`src/rtl/boom_config_master.sv`:
```
// Initiator for the per-core configuration register interface: single read/write
// requests become one-cycle config strobes, plus a built-in core boot sequencer.
module boom_config_master #(
    parameter int                           TCU_REG_ADDR_SIZE = 32,
    parameter int                           TCU_REG_DATA_SIZE = 64,
    parameter int                           TCU_REG_BSEL_SIZE = 8,
    parameter int                           READ_LATENCY      = 1,
    parameter int                           INT1_PULSE_CYCLES = 16,
    parameter logic [TCU_REG_ADDR_SIZE-1:0] REG_EN_ADDR       = 'h0,
    parameter logic [TCU_REG_ADDR_SIZE-1:0] REG_INT1_ADDR     = 'h8
) (
    input  logic                         clk_i,
    input  logic                         reset_n_i,
    input  logic                         req_valid_i,
    output logic                         req_ready_o,
    input  logic [TCU_REG_BSEL_SIZE-1:0] req_wben_i,
    input  logic [TCU_REG_ADDR_SIZE-1:0] req_addr_i,
    input  logic [TCU_REG_DATA_SIZE-1:0] req_wdata_i,
    output logic                         resp_valid_o,
    input  logic                         resp_ready_i,
    output logic [TCU_REG_DATA_SIZE-1:0] resp_rdata_o,
    output logic                         resp_write_o,
    input  logic                         boot_start_i,
    output logic                         boot_busy_o,
    output logic                         boot_done_o,
    output logic                         config_en_o,
    output logic [TCU_REG_BSEL_SIZE-1:0] config_wben_o,
    output logic [TCU_REG_ADDR_SIZE-1:0] config_addr_o,
    output logic [TCU_REG_DATA_SIZE-1:0] config_wdata_o,
    input  logic [TCU_REG_DATA_SIZE-1:0] config_rdata_i
);

    localparam int CNT_MAX = (READ_LATENCY > INT1_PULSE_CYCLES) ? READ_LATENCY : INT1_PULSE_CYCLES;
    localparam int CNT_W   = $clog2(CNT_MAX + 1);

    localparam logic [2:0] IDLE    = 3'd0;
    localparam logic [2:0] ISSUE   = 3'd1;
    localparam logic [2:0] RD_WAIT = 3'd2;
    localparam logic [2:0] RESP    = 3'd3;
    localparam logic [2:0] B_EN    = 3'd4;
    localparam logic [2:0] B_SET   = 3'd5;
    localparam logic [2:0] B_HOLD  = 3'd6;
    localparam logic [2:0] B_CLR   = 3'd7;

    localparam logic [TCU_REG_BSEL_SIZE-1:0] BOOT_WBEN = TCU_REG_BSEL_SIZE'(1);
    localparam logic [TCU_REG_DATA_SIZE-1:0] DATA_ONE  = TCU_REG_DATA_SIZE'(1);

    logic [2:0]       state;
    logic [CNT_W-1:0] cnt;
    logic             boot_pending;
    logic             active;
    logic             boot_state;
    logic             boot_arm;

    assign boot_state  = (state == B_EN) || (state == B_SET) || (state == B_HOLD) || (state == B_CLR);
    assign boot_busy_o = boot_pending || boot_state;
    // active keeps req_ready_o low while reset is asserted, even though the FSM sits in IDLE
    assign req_ready_o = active && (state == IDLE) && !boot_pending && !boot_start_i;
    // pulses during B_EN..B_HOLD collapse into the running boot; a pulse in B_CLR re-arms
    assign boot_arm    = boot_start_i &&
                         ((state == ISSUE) || (state == RD_WAIT) || (state == RESP) || (state == B_CLR));

    always_ff @(posedge clk_i or negedge reset_n_i) begin
        if (!reset_n_i) begin
            state          <= IDLE;
            cnt            <= '0;
            boot_pending   <= 1'b0;
            active         <= 1'b0;
            resp_valid_o   <= 1'b0;
            resp_rdata_o   <= '0;
            resp_write_o   <= 1'b0;
            boot_done_o    <= 1'b0;
            config_en_o    <= 1'b0;
            config_wben_o  <= '0;
            config_addr_o  <= '0;
            config_wdata_o <= '0;
        end else begin
            active         <= 1'b1;
            config_en_o    <= 1'b0;
            config_wben_o  <= '0;
            config_addr_o  <= '0;
            config_wdata_o <= '0;
            boot_done_o    <= 1'b0;

            case (state)
                IDLE: begin
                    if (boot_pending || boot_start_i) begin
                        boot_pending   <= 1'b0;
                        state          <= B_EN;
                        config_en_o    <= 1'b1;
                        config_wben_o  <= BOOT_WBEN;
                        config_addr_o  <= REG_EN_ADDR;
                        config_wdata_o <= DATA_ONE;
                    end else if (req_valid_i && req_ready_o) begin
                        state          <= ISSUE;
                        config_en_o    <= 1'b1;
                        config_wben_o  <= req_wben_i;
                        config_addr_o  <= req_addr_i;
                        config_wdata_o <= req_wdata_i;
                    end
                end
                // the strobe registers double as the captured request during ISSUE
                ISSUE: begin
                    if (config_wben_o != '0) begin
                        state        <= RESP;
                        resp_valid_o <= 1'b1;
                        resp_write_o <= 1'b1;
                        resp_rdata_o <= '0;
                    end else begin
                        cnt   <= CNT_W'(READ_LATENCY);
                        state <= RD_WAIT;
                    end
                end
                RD_WAIT: begin
                    cnt <= cnt - CNT_W'(1);
                    if (cnt == CNT_W'(1)) begin
                        state        <= RESP;
                        resp_valid_o <= 1'b1;
                        resp_write_o <= 1'b0;
                        resp_rdata_o <= config_rdata_i;
                    end
                end
                RESP: begin
                    if (resp_ready_i) begin
                        state        <= IDLE;
                        resp_valid_o <= 1'b0;
                        resp_write_o <= 1'b0;
                        resp_rdata_o <= '0;
                    end
                end
                B_EN: begin
                    state          <= B_SET;
                    config_en_o    <= 1'b1;
                    config_wben_o  <= BOOT_WBEN;
                    config_addr_o  <= REG_INT1_ADDR;
                    config_wdata_o <= DATA_ONE;
                end
                B_SET: begin
                    state <= B_HOLD;
                    cnt   <= CNT_W'(INT1_PULSE_CYCLES);
                end
                B_HOLD: begin
                    cnt <= cnt - CNT_W'(1);
                    if (cnt == CNT_W'(1)) begin
                        state          <= B_CLR;
                        config_en_o    <= 1'b1;
                        config_wben_o  <= BOOT_WBEN;
                        config_addr_o  <= REG_INT1_ADDR;
                        config_wdata_o <= '0;
                        boot_done_o    <= 1'b1;
                    end
                end
                B_CLR: begin
                    state <= IDLE;
                end
                default: begin
                    state <= IDLE;
                end
            endcase

            if (boot_arm) begin
                boot_pending <= 1'b1;
            end
        end
    end

endmodule

```
`config.mk`:
```
export PLATFORM = sky130hd
export DESIGN_NAME = boom_config_master
export DESIGN_NICKNAME = d
export VERILOG_FILES = /design/src/rtl/boom_config_master.sv
export SDC_FILE = /design/constraint.sdc
export NUM_CORES = 1
export LEC_CHECK = 0
export BUFFER_PORTS_ARGS = -buffer_cell sky130_fd_sc_hd__buf_4
export CAP_MARGIN = 20
export CORE_AREA = 4 4 132 134
export CTS_CLUSTER_SIZE = 28
export DETAILED_ROUTE_END_ITERATION = 8
export DIE_AREA = 0 0 136 138
export MAX_ROUTING_LAYER = met4
export PLACE_DENSITY = 0.75
export SYNTH_ARGS = -nofsm -noshare
export SYNTH_HDL_FRONTEND = slang
export SYNTH_SLANG_ARGS = --single-unit
```
`constraint.sdc`:
```
create_clock -name clk_i -period 4.2 [get_ports clk_i]
set_clock_uncertainty 0.15 [all_clocks]
set_input_delay 0.21 -clock clk_i [delete_from_list [all_inputs] [get_ports clk_i]]
set_output_delay 0.21 -clock clk_i [all_outputs]
set_load 0.02 [all_outputs]
```
==> flow_results.org, run 1 <==
** Worst setup path
- Maximum single-stage delay on the critical path :: around 0.75 ns
- The setup path with the least slack is of type reg -> reg.
- The cell family contributing the most delay on the critical path is simple AND/OR/NAND/NOR gates.
- The signal on the critical path passes through nor2_1 -> and3b_2 -> buf_4 -> and2_1.
- Kind of start point of the critical path :: flip-flop
- Crit path capture type :: flip-flop
- Required time at the worst-slack endpoint :: roughly 4.4 ns
- Critical path peak fanout :: 54
- Data on the critical path arrives at its endpoint at slightly below 3 ns.
- For flop-to-flop paths, the worst setup slack is between 1 and 1.5 ns.
- Together, buffers and inverters on the worst path number 1.
- The slowest stage of the critical path belongs to the cell sky130_fd_sc_hd__and3b_2.

** Synthesis
- After synthesis, flip-flops and latches occupy approximately 70% of the total area.
- Synthesis produced a netlist whose cell count is roughly 460.
- Synthesis produced a netlist with a net count of around 640.
- The biggest area contributor in the post-synthesis netlist is sky130_fd_sc_hd__dfrtp_1.
- Most frequently used flop master after synthesis :: sky130_fd_sc_hd__dfrtp_1
- After synthesis, the cell types taking the most area are sky130_fd_sc_hd__dfrtp_1 (70%), sky130_fd_sc_hd__and2_1 (9.9%), sky130_fd_sc_hd__a22o_1 (8.7%), sky130_fd_sc_hd__buf_6 (1.0%), sky130_fd_sc_hd__a21oi_1 (1.0%).
- Counting flops with an async set or reset pin after synthesis yields a share of 100%.
- Synthesis instantiated 42 different standard cells from the library.
- Flip-flop and latch count after synthesis :: 182
- Mean instance size in the synthesized netlist :: between 10 and 15 um^2
- Combined area of all synthesized cells :: 6480 um^2
- Total of warnings raised by yosys :: 0
- EDFF count, synth :: 0
- The top cell type by area accounts for 70.3% of the synthesized area.

** Power and ir drop
- In this run switching power makes up ~33% of total power.
- Internal power component :: 4.08 mW
- Part of the power in registers :: 40.1%
- Leak :: 6.05 nW
- Proportion of power drawn by combinational gates :: between 30% and 40%
- IR analysis of the VDD net gives a maximum drop of ~0.00029 V.
- Net switching power :: around 2.0 mW
- Power spread over the standard cell area amounts to 531 nW/um^2.
- The share of total power dissipated in the clock network is 26.1%.

** Layout
- Final net count :: approximately 1100
- Commonest non-fill, non-tap cell in the layout :: sky130_fd_sc_hd__buf_4
- Area growth syn-to-layout :: 78.1%
- Fraction of layout cells with a size suffix above 1 :: a little under 40%
- Most frequent cells in the layout :: sky130_fd_sc_hd__buf_4 (349), sky130_fd_sc_hd__dfrtp_1 (182), sky130_fd_sc_hd__dlygate4sd3_1 (171)

** Clock network
- After clock tree synthesis, the repair step resized 0 gates.
- The tree built by TritonCTS fans out to between 150 and 200 sinks.
- Inserted Clock Buffers :: 17
- CTS clk-pin slew, worst paths :: about 0.060 ns
- In this run the clock root is driven by a sky130_fd_sc_hd__clkbuf_16.
- In this run the number of H-tree levels came out at 4.
- TritonCTS built the clock tree.
- In this run the post-CTS setup repair buffer count came out at 0.
- # hold bufs at CTS :: ~170
- The clock reaches the later pin of the worst-skew pair after 0.43 ns.
- Counting along the longest clock path gives a buffer depth of 2.

** Floorplan
- The floorplan step set the die height to roughly 140 um.
- Once the floorplan was initialized, standard cells occupied between 30 and 40% of the core.
- Number of top-level pins :: roughly 350
- The floorplan step defined a die boundary enclosing 18800 um^2.
- Std-Cell Rows :: 47
- The die is roughly 140 um wide.
- The floorplan step defined a core boundary enclosing approximately 16000 um^2.

** Timing
- Tightest Pin Transition :: between 0.8 and 0.9 ns
- Final TNS setup :: 0 ns
- Number of failing hold endpoints at the final stage :: 0
- Worst slew margin relative to its limit :: 41.7%
- The routed design could run at a clock period as short as 2.70 ns.
- Final-layout worst hold slack :: 0.0708 ns
- Setup violations remaining at the end of the flow were counted as 0.
- The worst path uses 64.4% of the clock period.
- Static timing analysis puts the maximum clock frequency at between 300 and 400 MHz.
- Setup repair after global routing left no endpoint under its margin.
- The number of slew-limit violations in the final report came to 0.

** Run
- Across the run, the number of max-cap violations was 0.

** Placed design
- Detailed placement finished with a half-perimeter wire length of 13000 um.
- Count of port buffers added during placement :: between 300 and 400
- Final weighted congestion of routability-driven global placement :: just over 0.8

** Routing
- DRC violation total after the first TritonRoute iteration :: 228
- Total via count after detailed routing :: ~5700
- Detailed-router iteration count before antenna repair :: 4
- Routed length per placed instance :: roughly 18 um
- DRC :: 0
- Via-per-instance ratio :: approximately 4.7
- Wire length after detailed routing :: between 20000 and 25000 um
- Antenna-violating nets left :: 0

** GRT
- Largest net degree at the start of global routing :: 98
- The first global-routing pass estimated 33600 um of wire.
- Across every metal layer, demand over resource in global routing totals a little under a quarter.
- Aggregate global routing overflow :: 0
- Initial antenna violation count :: 1
- The via count of the first global-routing pass came to approximately 6300.

** Min path
- The tightest min-delay check is of the in -> reg type.

** Status
- Outcome :: finished, final reports clean
[cell usage after synthesis (all sizes together) (2+ instances only)]
cell type	count
nor4	2
and2	102
nand2	12
inv	6
dfrtp	182
a22o	64
o22ai	2
a21oi	13
o21ai	5
clkbuf	14
nand3	3
xnor2	2
o31ai	2
ha	2
nor2	9
buf	15
a21o	2
nand2b	2
nor3	5
[worst register-to-register path, cell delays in order, from the launching register on]
cell	delay, ns
sky130_fd_sc_hd__dfrtp_1	0.63
sky130_fd_sc_hd__nor2_1	0.39
sky130_fd_sc_hd__and3b_2	0.75
sky130_fd_sc_hd__buf_4	0.48
sky130_fd_sc_hd__and2_1	0.25
[logic make-up after synthesis]
| logic type | after synthesis | synth area share (%) |
|---|---|---|
| flip-flops | 182 | 70.3 |
| AO/OA/AOI/OAI | 96 | 12.0 |
| AND/OR/NAND/NOR | 144 | 13.9 |
| buffers and inverters | 35 | 3.07 |
| adder cells (fa/ha/maj) | 2 | 0.386 |
| other | 1 | 0.0579 |
| XOR/XNOR | 2 | 0.271 |
[final timing paths]
check / start / end / cells past startpoint
max in group asynchronous: reset_n_i / boot_pending$_DFFE_PN0P_ / 3
setup reg to reg: state[0]$_DFFE_PN0P_ / config_wdata_o[12]$_DFF_PN0_ / 4
hold reg to reg: resp_valid_o$_DFFE_PN0P_ / resp_valid_o$_DFFE_PN0P_ / 2
min in group asynchronous: reset_n_i / resp_rdata_o[38]$_DFFE_PN0P_ / 2
hold / removal: req_wben_i[0] / config_wben_o[0]$_DFF_PN0_ / 4
setup / recovery: state[0]$_DFFE_PN0P_ / config_wdata_o[12]$_DFF_PN0_ / 4
[area by class of cell]
cell class | count | area (um^2)
timing repair buffer | 522 | 4360
tap | 220 | 275
sequential | 182 | 4550
multi-input combinational | 245 | 1720
antenna | 1 | 2.50
fill | 1041 | 4760
clock inverter | 9 | 118
inverter | 6 | 22.5
clock buffer | 22 | 474
[registers in the layout (all words and copies together) (netlist names), 3 cells and up]
signal          flops
config_wben_o       8
config_wdata_o     64
cnt                 5
state               3
config_addr_o      32
resp_rdata_o       64
[layer usage]
layer | vias to the layer above | GRT usage, % | wire (um)
li1 | 2596 | - | -
met1 | 2793 | 26.6 | 8150
met2 | 268 | 40.8 | 11300
met3 | 41 | 5.81 | 1570
met4 | 0 | 9.23 | 680
met5 | - | - | 0
[power groups by stage]
stage                     sequential, mW  clock, mW  combinational, mW
final                               2.46       1.60               2.06
after CTS                           2.44       1.64               2.05
after global placement              2.46          0               1.87
after floorplan                     2.80          0              0.684
after global routing                2.51       1.71               2.20
after detailed placement            2.46          0               1.91
[through the flow]
step / setup slack (ns) / utilization, % / std cells / total power [mW] / cell area [um^2]
floorplan: 2.19 / - / 462 / 3.48 / 6480
global placement: 1.50 / 56.6 / 1004 / 4.33 / 9230
detailed placement: 1.50 / 56.6 / 1004 / 4.37 / 9230
CTS: 1.49 / 70.8 / 1206 / 6.13 / 11500
global route: 1.28 / 70.8 / 1207 / 6.42 / 11500
finish: 1.50 / 70.8 / 1207 / 6.12 / 11500
Power figures use the tool's default switching activity.
==> inputs of run 2 (changes only) <==
--- a/config.mk
+++ b/config.mk
@@ -7,12 +7,12 @@
 export LEC_CHECK = 0
 export BUFFER_PORTS_ARGS = -buffer_cell sky130_fd_sc_hd__buf_4
 export CAP_MARGIN = 20
-export CORE_AREA = 4 4 132 134
+export CORE_AREA = 4 4 133 135
 export CTS_CLUSTER_SIZE = 28
 export DETAILED_ROUTE_END_ITERATION = 8
-export DIE_AREA = 0 0 136 138
+export DIE_AREA = 0 0 137 139
 export MAX_ROUTING_LAYER = met4
-export PLACE_DENSITY = 0.75
+export PLACE_DENSITY = 0.74
 export SYNTH_ARGS = -nofsm -noshare
 export SYNTH_HDL_FRONTEND = slang
 export SYNTH_SLANG_ARGS = --single-unit
==> constraint.sdc (replaced) <==
create_clock -name clk_i -period 2.55 [get_ports clk_i]
set_clock_uncertainty 0.15 [all_clocks]
set_input_delay 0.1275 -clock clk_i [delete_from_list [all_inputs] [get_ports clk_i]]
set_output_delay 0.1275 -clock clk_i [all_outputs]
set_load 0.02 [all_outputs]
==> run 2 against run 1 <==
Against the previous run:
- sequential share of layout area shrank 0.33 points
- flip-flop and latch count is the same
- combinational power rose by 73%
- global-route usage grew 0.58 points
- via count increased by 2.1%
- largest power group unchanged
==> flow_results.org, run 2 (synthesized netlist as in run 1, its figures left out) <==
** Status
- Outcome :: finished, final reports clean

** Layout
- The multi-input combinational cells in the finished layout cover a total of approximately 1700 um^2.
- In the final layout, the registers with the most flip-flops are config_wdata_o: 64 flops, resp_rdata_o: 64 flops, config_addr_o: 32 flops.
- In the final layout, the share of cells above drive strength 1 is 40.1%.
- Post-Layout Inst Area :: about 12000 um^2
- Area growth syn-to-layout :: 79.6%
- Sequential Area :: around 4600 um^2
- In the layout the commonest cells are sky130_fd_sc_hd__buf_4 (351), sky130_fd_sc_hd__dfrtp_1 (182), sky130_fd_sc_hd__dlygate4sd3_1 (172).
- The library cell used most frequently in the layout, excluding fill and tap cells, is sky130_fd_sc_hd__buf_4.
- Final net count :: between 1000 and 1500
- FILL cells :: ~1100

** GRT
- Largest net degree at the start of global routing :: 67
- Aggregate global routing overflow :: 0
- Global-route wire length before repair :: between 30000 and 40000 um
- The initial antenna violation count is 2.
- The via count of the first global-routing pass was about 6300.
- Total global-route track usage :: 24.4%

** Placed design
- Port buffering added about 350 buffers.
- Instance area at placement :: 9320 um^2
- Once detailed placement completed, the half-perimeter wirelength came to 13500 um.
- Final weighted congestion of routability-driven global placement :: around 0.85

** Worst setup path
- The number of cells on the worst reg-to-reg path is 7.
- Reg-to-reg endpoint :: resp_rdata_o[25]$_DFFE_PN0P_
- Among cell families on the critical path, the largest total delay comes from simple AND/OR/NAND/NOR gates.
- Worst path cell trace :: inv_1 -> ha_1 -> or4b_4 -> nor3_4 -> a311oi_4 -> buf_12 -> a22o_1
- The critical path contains buffers and inverters numbering 2 combined.
- Maximum single-stage delay on the critical path :: about 0.5 ns
- The critical path is of the reg -> reg type.
- Crit path capture type :: flip-flop
- Kind of start point of the critical path :: flip-flop
- Arrival time of the worst setup path :: between 2 and 2.5 ns
- Beginning of the worst register-to-register path :: cnt[1]$_DFFE_PN0P_
- At the worst endpoint, the required time is roughly 2.7 ns.
- Crit-path slowest cell :: sky130_fd_sc_hd__or4b_4
- The setup check on the worst reg-to-reg path leaves a slack of just over 0.3 ns.
- Critical path peak fanout :: 64

** Clock network
- CTS clk-pin slew, worst paths :: roughly 0.07 ns
- TritonCTS created 17 clock buffers.
- Clk_lat worst skew :: 0.43 ns
- Sinks on Clock Net :: 182
- Number of buffers on the longest clock path :: 2
- Resize count post-CTS :: 0
- The tree is rooted in a sky130_fd_sc_hd__clkbuf_16.
- In this run the number of H-tree levels came out at 4.
- Clock tree from TritonCTS :: yes

** Min path
- The worst hold path belongs to the class in -> reg.
- Worst hold path depth :: 4
- For hold timing, the worst endpoint is config_wben_o[0]$_DFF_PN0_.
- In this run the most critical hold path is launched from req_wben_i[0].

** Timing
- Final critical path time including I/O delays and setup :: approximately 2.2 ns
- Final worst-path cycle share :: between 80% and 90%
- Number of setup violations in the final report :: 0
- The worst pin sits at a relative slew slack of between 60% and 70%.
- Final TNS setup :: 0 ns
- Tightest Pin Transition :: approximately 0.50 ns
- Setup repair after global routing left no endpoint under its margin.
- The number of hold-slack violations in the final timing report is 0.
- The number of slew-limit violations in the final report came to 0.
- Static timing analysis puts the maximum clock frequency at approximately 450 MHz.

** Routing
- DRC violation total after the first TritonRoute iteration :: 257
- Antenna-violating nets left :: 0
- Detailed-router iteration count before antenna repair :: 4
- Total via count after detailed routing :: ~5800
- Routed length per placed instance :: ~19 um
- DRC :: 0
- In the routed layout, each cell is associated on average with a via count of between 4 and 5.
- Wire length after detailed routing :: between 20000 and 25000 um

** Floorplan
- about 350 I/O pins were placed.
- Core Region :: 16500 um^2
- The die covers between 15000 and 20000 um^2.
- The die is between 100 and 150 um wide.
- Initial cell density of the core :: between 30% and 40%
- In this run the core area contains 47 standard-cell rows.
- Measured along the y axis, the die boundary spans around 140 um.

** Power and ir drop
- Net switching power :: 3.53 mW
- Internal power component :: about 6.6 mW
- Across the VDD grid, the largest voltage drop is between 0.0005 and 0.0006 V.
- Part of the power in registers :: between 30% and 40%
- Proportion of power drawn by combinational gates :: approximately a third
- Summed over all cells, the static leakage comes to approximately 6.1 nW.
- In this run the power density over the cells is between 800 and 900 nW/um^2.
- In this run, the clock network consumes between 20% and 30% of the power.
- Net switching is 34.7% of the power.

** Run
- The tool flagged a number of max-cap violations equal to 0.
[run 2: changes by cell type in the layout (fill, tap and decap cells not counted), sizes merged]
| cell | change |
|---|---|
| buf | +6 |
| dlygate4sd3 | +1 |
| diode | +1 |
| bufinv | -1 |
| inv | +3 |
| clkinv | +2 |
| clkinvlp | +1 |
| clkbuf | -4 |
[run 2: layout make-up]
cell class	instances	area share [%]
flip-flops and latches	182	39.2
multi-input cells	245	14.8
inverters	6	0.194
clock inverters	14	1.23
repair buffers	529	38.4
diodes	2	0.0430
clock buffers	18	3.78
well taps	220	2.37
[run 2: worst max path at each step]
stage / start / endpoint / depth (start not counted)
after global routing: cnt[1]$_DFFE_PN0P_ / resp_rdata_o[25]$_DFFE_PN0P_ / 7
after CTS: cnt[1]$_DFFE_PN0P_ / resp_rdata_o[35]$_DFFE_PN0P_ / 7
after detailed placement: cnt[1]$_DFFE_PN0P_ / resp_rdata_o[28]$_DFFE_PN0P_ / 7
after global placement: cnt[1]$_DFFE_PN0P_ / resp_rdata_o[51]$_DFFE_PN0P_ / 7
after floorplan: cnt[1]$_DFFE_PN0P_ / resp_rdata_o[54]$_DFFE_PN0P_ / 7
final: cnt[1]$_DFFE_PN0P_ / resp_rdata_o[25]$_DFFE_PN0P_ / 7
[run 2: power groups by stage]
| stage | sequential (mW) | clock, mW | combinational [mW] |
|---|---|---|---|
| 6_report | 4.01 | 2.60 | 3.56 |
| 5_1_grt | 4.08 | 2.77 | 3.80 |
| 4_1_cts | 3.97 | 2.64 | 3.50 |
| 3_5_place_dp | 4.00 | 0 | 3.28 |
| 3_3_place_gp | 4.01 | 0 | 3.21 |
| 2_1_floorplan | 4.61 | 0 | 1.13 |
[run 2: per-layer routing]
metal | wire (um) | vias up | GRT usage [%] | part of all wire (%)
met2 | 11800 | 297 | 41.4 | 52
met1 | 8390 | 2865 | 27.3 | 37
li1 | - | 2621 | - | -
met4 | 432 | 0 | 7.93 | 1.9
met3 | 2010 | 32 | 7.37 | 8.9
met5 | 0 | - | - | 0
[run 2: per-stage QoR]
step           utilization (%)  power, mW  hold WS (ns)  worst slack (ns)  std cells
2_1_floorplan                -       5.74        -0.318             0.540        462
3_3_place_gp              56.6       7.22       -0.0322             0.428       1010
3_5_place_dp              56.6       7.29       -0.0310             0.361       1010
4_1_cts                   70.6       10.1        0.0413             0.325       1214
5_1_grt                   70.6       10.6        0.0630             0.203       1216
6_report                  70.6       10.2        0.0390             0.306       1216
[run 2: worst min-delay path, delay by kind of cell]
| family | cells | cell delay (ns) |
|---|---|---|
| AO/OA/AOI/OAI | 2 | 0.23 |
| buffers and inverters | 1 | 0.11 |
| AND/OR/NAND/NOR | 1 | 0.08 |
[run 2: what timing repair did]
action,4_1_cts,5_1_grt
endpoints found under the setup margin,0,0
endpoints found under the hold margin,330,0
hold buffers,172,0
buffers inserted,0,0
==> inputs of run 3 (changes only) <==
--- a/config.mk
+++ b/config.mk
@@ -13,6 +13,7 @@
 export DIE_AREA = 0 0 137 139
 export MAX_ROUTING_LAYER = met4
 export PLACE_DENSITY = 0.74
+export SLEW_MARGIN = 20
 export SYNTH_ARGS = -nofsm -noshare
 export SYNTH_HDL_FRONTEND = slang
 export SYNTH_SLANG_ARGS = --single-unit
==> constraint.sdc (replaced) <==
create_clock -name clk_i -period 2.23 [get_ports clk_i]
set_clock_uncertainty 0.15 [all_clocks]
set_input_delay 0.1115 -clock clk_i [delete_from_list [all_inputs] [get_ports clk_i]]
set_output_delay 0.1115 -clock clk_i [all_outputs]
set_load 0.02 [all_outputs]
==> run 3 against run 2 <==
Against the previous run:
- cell count is 1.8% higher
- global-route usage is 0.20 points higher
- total power rose by 21%
- combinational power grew 26%
- register-to-register slack got worse by 0.29 ns
- first-iteration DRC count increased by 21%
- utilization increased by 2.2 points
- worst hold slack better by 0.048 ns
- worst setup slack lost 0.29 ns
- largest cell class is now non-clock buffers
- critical path depth up 1
- count of clock-buffer cells in the layout did not move
==> flow_results.org, run 3 (synthesized netlist as in run 1, its figures left out) <==
** Status
- The run finished with clean final reports.

** Floorplan
- Die X :: 137 um
- The floorplan step defined a core boundary enclosing 16500 um^2.
- The floorplan step defined a die boundary enclosing 19000 um^2.
- The initialized floorplan defines 47 standard-cell rows.
- Measured along the y axis, the die boundary spans ~140 um.
- Number of top-level pins :: around 350
- Initial cell density of the core :: roughly 40%

** Min path
- Worst hold path class :: in -> async

** GRT
- Largest net degree at the start of global routing :: 83
- Aggregate global routing overflow :: 0
- Total global-route track usage :: about a quarter
- The first global-routing pass estimated between 30000 and 40000 um of wire.
- Number of global-route vias before repair :: 6530
- The initial antenna violation count came to 0.

** Clock network
- Clk_lat worst skew :: 0.43 ns
- TritonCTS built the clock tree.
- The clock passes through at most 2 buffers.
- In this run the number of H-tree levels came out at 4.
- CTS clk-pin slew, worst paths :: 0.07 ns
- The tree built by TritonCTS fans out to ~180 sinks.
- CTS Root Cell :: sky130_fd_sc_hd__clkbuf_16
- Buffers inserted during clock tree synthesis total 17.

** Layout
- In the final layout, the registers with the most flip-flops are config_wdata_o: 64 flops, resp_rdata_o: 64 flops, config_addr_o: 32 flops.
- Fraction of layout cells with a size suffix above 1 :: around 42%
- In the final layout, flip-flops and latches occupy about 4600 um^2.
- Most frequent cells in the layout :: sky130_fd_sc_hd__buf_4 (366), sky130_fd_sc_hd__dfrtp_1 (182), sky130_fd_sc_hd__dlygate4sd3_1 (173)
- Post-Layout Inst Area :: between 10000 and 15000 um^2
- After filler insertion, the fill cell instance count of the layout stands at between 1000 and 1500.
- Post-Route Utilization :: between 70% and 80%
- Final net count :: between 1000 and 1500
- In the final layout, the multi-input gates occupy between 1500 and 2000 um^2.
- The library cell used most frequently in the layout, excluding fill and tap cells, is sky130_fd_sc_hd__buf_4.
- Number of standard cells in the layout, taps in and fillers out :: approximately 1200
- The area growth from synthesis to layout is 85.1%.

** Worst setup path
- Crit path capture type :: flip-flop
- Maximum single-stage delay on the critical path :: 0.48 ns
- The cell family contributing the most delay on the critical path is simple AND/OR/NAND/NOR gates.
- Critical path peak fanout :: 17
- Top cell by count, worst path :: sky130_fd_sc_hd__buf_12
- WP buf/inv :: 3
- On the critical path, the stage with the largest delay is an instance of sky130_fd_sc_hd__or4b_4.
- Kind of start point of the critical path :: flip-flop
- Worst path cell trace :: inv_2 -> ha_4 -> or4b_4 -> nor3_4 -> a311oi_4 -> buf_12 -> buf_12 -> a22o_1
- STA puts the critical path data required time at ~2.4 ns.
- For the worst setup path, the data arrival time is 2.37 ns.
- Category of the most critical setup path :: reg -> reg

** Timing
- Count of pins over their slew limit :: 0
- Setup repair after global routing could not meet its margin everywhere.
- After layout, the worst setup slack is approximately 0.013 ns.
- Setup total negative slack on the finished layout was measured at 0 ns.
- Final worst-path cycle share :: between 90% and 100%
- For the pin with the worst max-slew slack, the measured transition is around 0.58 ns.
- Setup violations remaining at the end of the flow were counted as 0.
- Worst slew margin relative to its limit :: 61.6%
- Fmax achieved :: between 400 and 500 MHz
- Counting I/O delays and the setup requirement, the final critical path takes between 2 and 2.5 ns.
- The number of hold-slack violations in the final timing report was 0.

** Routing
- Total via count after detailed routing :: between 6000 and 7000
- The first TritonRoute pass finished after 4 iterations.
- In the routed layout, each cell is associated on average with a via count of between 4 and 5.
- In this run the remaining antenna-violating nets after routing total 0.
- DRC :: 0
- DRC violation total after the first TritonRoute iteration :: 310
- Wire length after detailed routing :: 23900 um
- Routed length per placed instance :: about 19 um

** Power and ir drop
- Power spread over the standard cell area amounts to ~1000 nW/um^2.
- For this design the static power due to leakage is roughly 6.3 nW.
- Across the VDD grid, the largest voltage drop is roughly 0.00060 V.

** Placed design
- The placed instances occupy a cell area of around 9400 um^2.
- Inst Count DP :: between 1000 and 1500
- Timing analysis after detailed placement gives a worst setup slack of -0.149 ns.
- The wire-length estimate of the detail-placed layout is ~14000 um.
- The congestion estimate from routability-driven global placement came to between 0.8 and 0.9.
- The count of buffers added on input and output ports is between 300 and 400.

** Run
- MaxCap Viol Count :: 0
==> run 3: changes by cell type in the layout (fill, tap and decap cells not counted), sizes merged, moves of 2 or more <==
cell	delta
buf	+20
bufinv	+3
clkbuf	+3
clkinvlp	-2
==> run 3: timing repair <==
action / 4_1_cts / 5_1_grt
buffers inserted: 3 / 4
pin swaps: 1 / 3
gates resized for setup: 2 / 8
endpoints found under the hold margin: 339 / 0
gates cloned: 0 / 3
hold buffers: 173 / 0
setup endpoints to repair: 65 / 65
==> run 3: worst paths after layout <==
kind | to | startpoint | slack (ns) | depth (start not counted)
setup / recovery | resp_rdata_o[62]$_DFFE_PN0P_ | cnt[1]$_DFFE_PN0P_ | 0.01 | 8
hold / removal | config_addr_o[2]$_DFF_PN0_ | reset_n_i | 0.09 | 2
setup reg to reg | resp_rdata_o[62]$_DFFE_PN0P_ | cnt[1]$_DFFE_PN0P_ | 0.01 | 8
hold reg to reg | resp_valid_o$_DFFE_PN0P_ | resp_valid_o$_DFFE_PN0P_ | 0.35 | 2
max in group asynchronous | config_addr_o[19]$_DFF_PN0_ | reset_n_i | 1.15 | 3
min in group clk_i | config_wdata_o[54]$_DFF_PN0_ | req_wdata_i[54] | 0.28 | 3
==> run 3: cell type report <==
class	count	share of cell area (%)
diodes	1	0.0209
clock buffers	18	3.66
clock inverters	13	1.63
inverters	6	0.188
multi-input cells	245	14.5
flip-flops and latches	182	38.0
well taps	220	2.30
repair buffers	553	39.7
==> run 3: stage by stage <==
step	total power, mW	hold WS (ns)
2_1_floorplan	6.56	-0.334
3_3_place_gp	8.41	-0.0257
3_5_place_dp	8.47	-0.0207
4_1_cts	12.0	0.100
5_1_grt	12.8	0.122
6_report	12.3	0.0871
==> run 3: power breakdown <==
group	internal [mW]	switching, mW
Sequential	4.03	0.544
Clock	1.92	1.33
Combinational	2.20	2.27
==> run 3: routing by layer <==
layer / track usage, % / vias to the layer above / share of wire [%]
li1: - / 2667 / -
met1: 26.9 / 2990 / 37
met2: 42.1 / 304 / 53
met3: 7.29 / 49 / 7.9
met4: 8.82 / 0 / 2.4
met5: - / - / 0
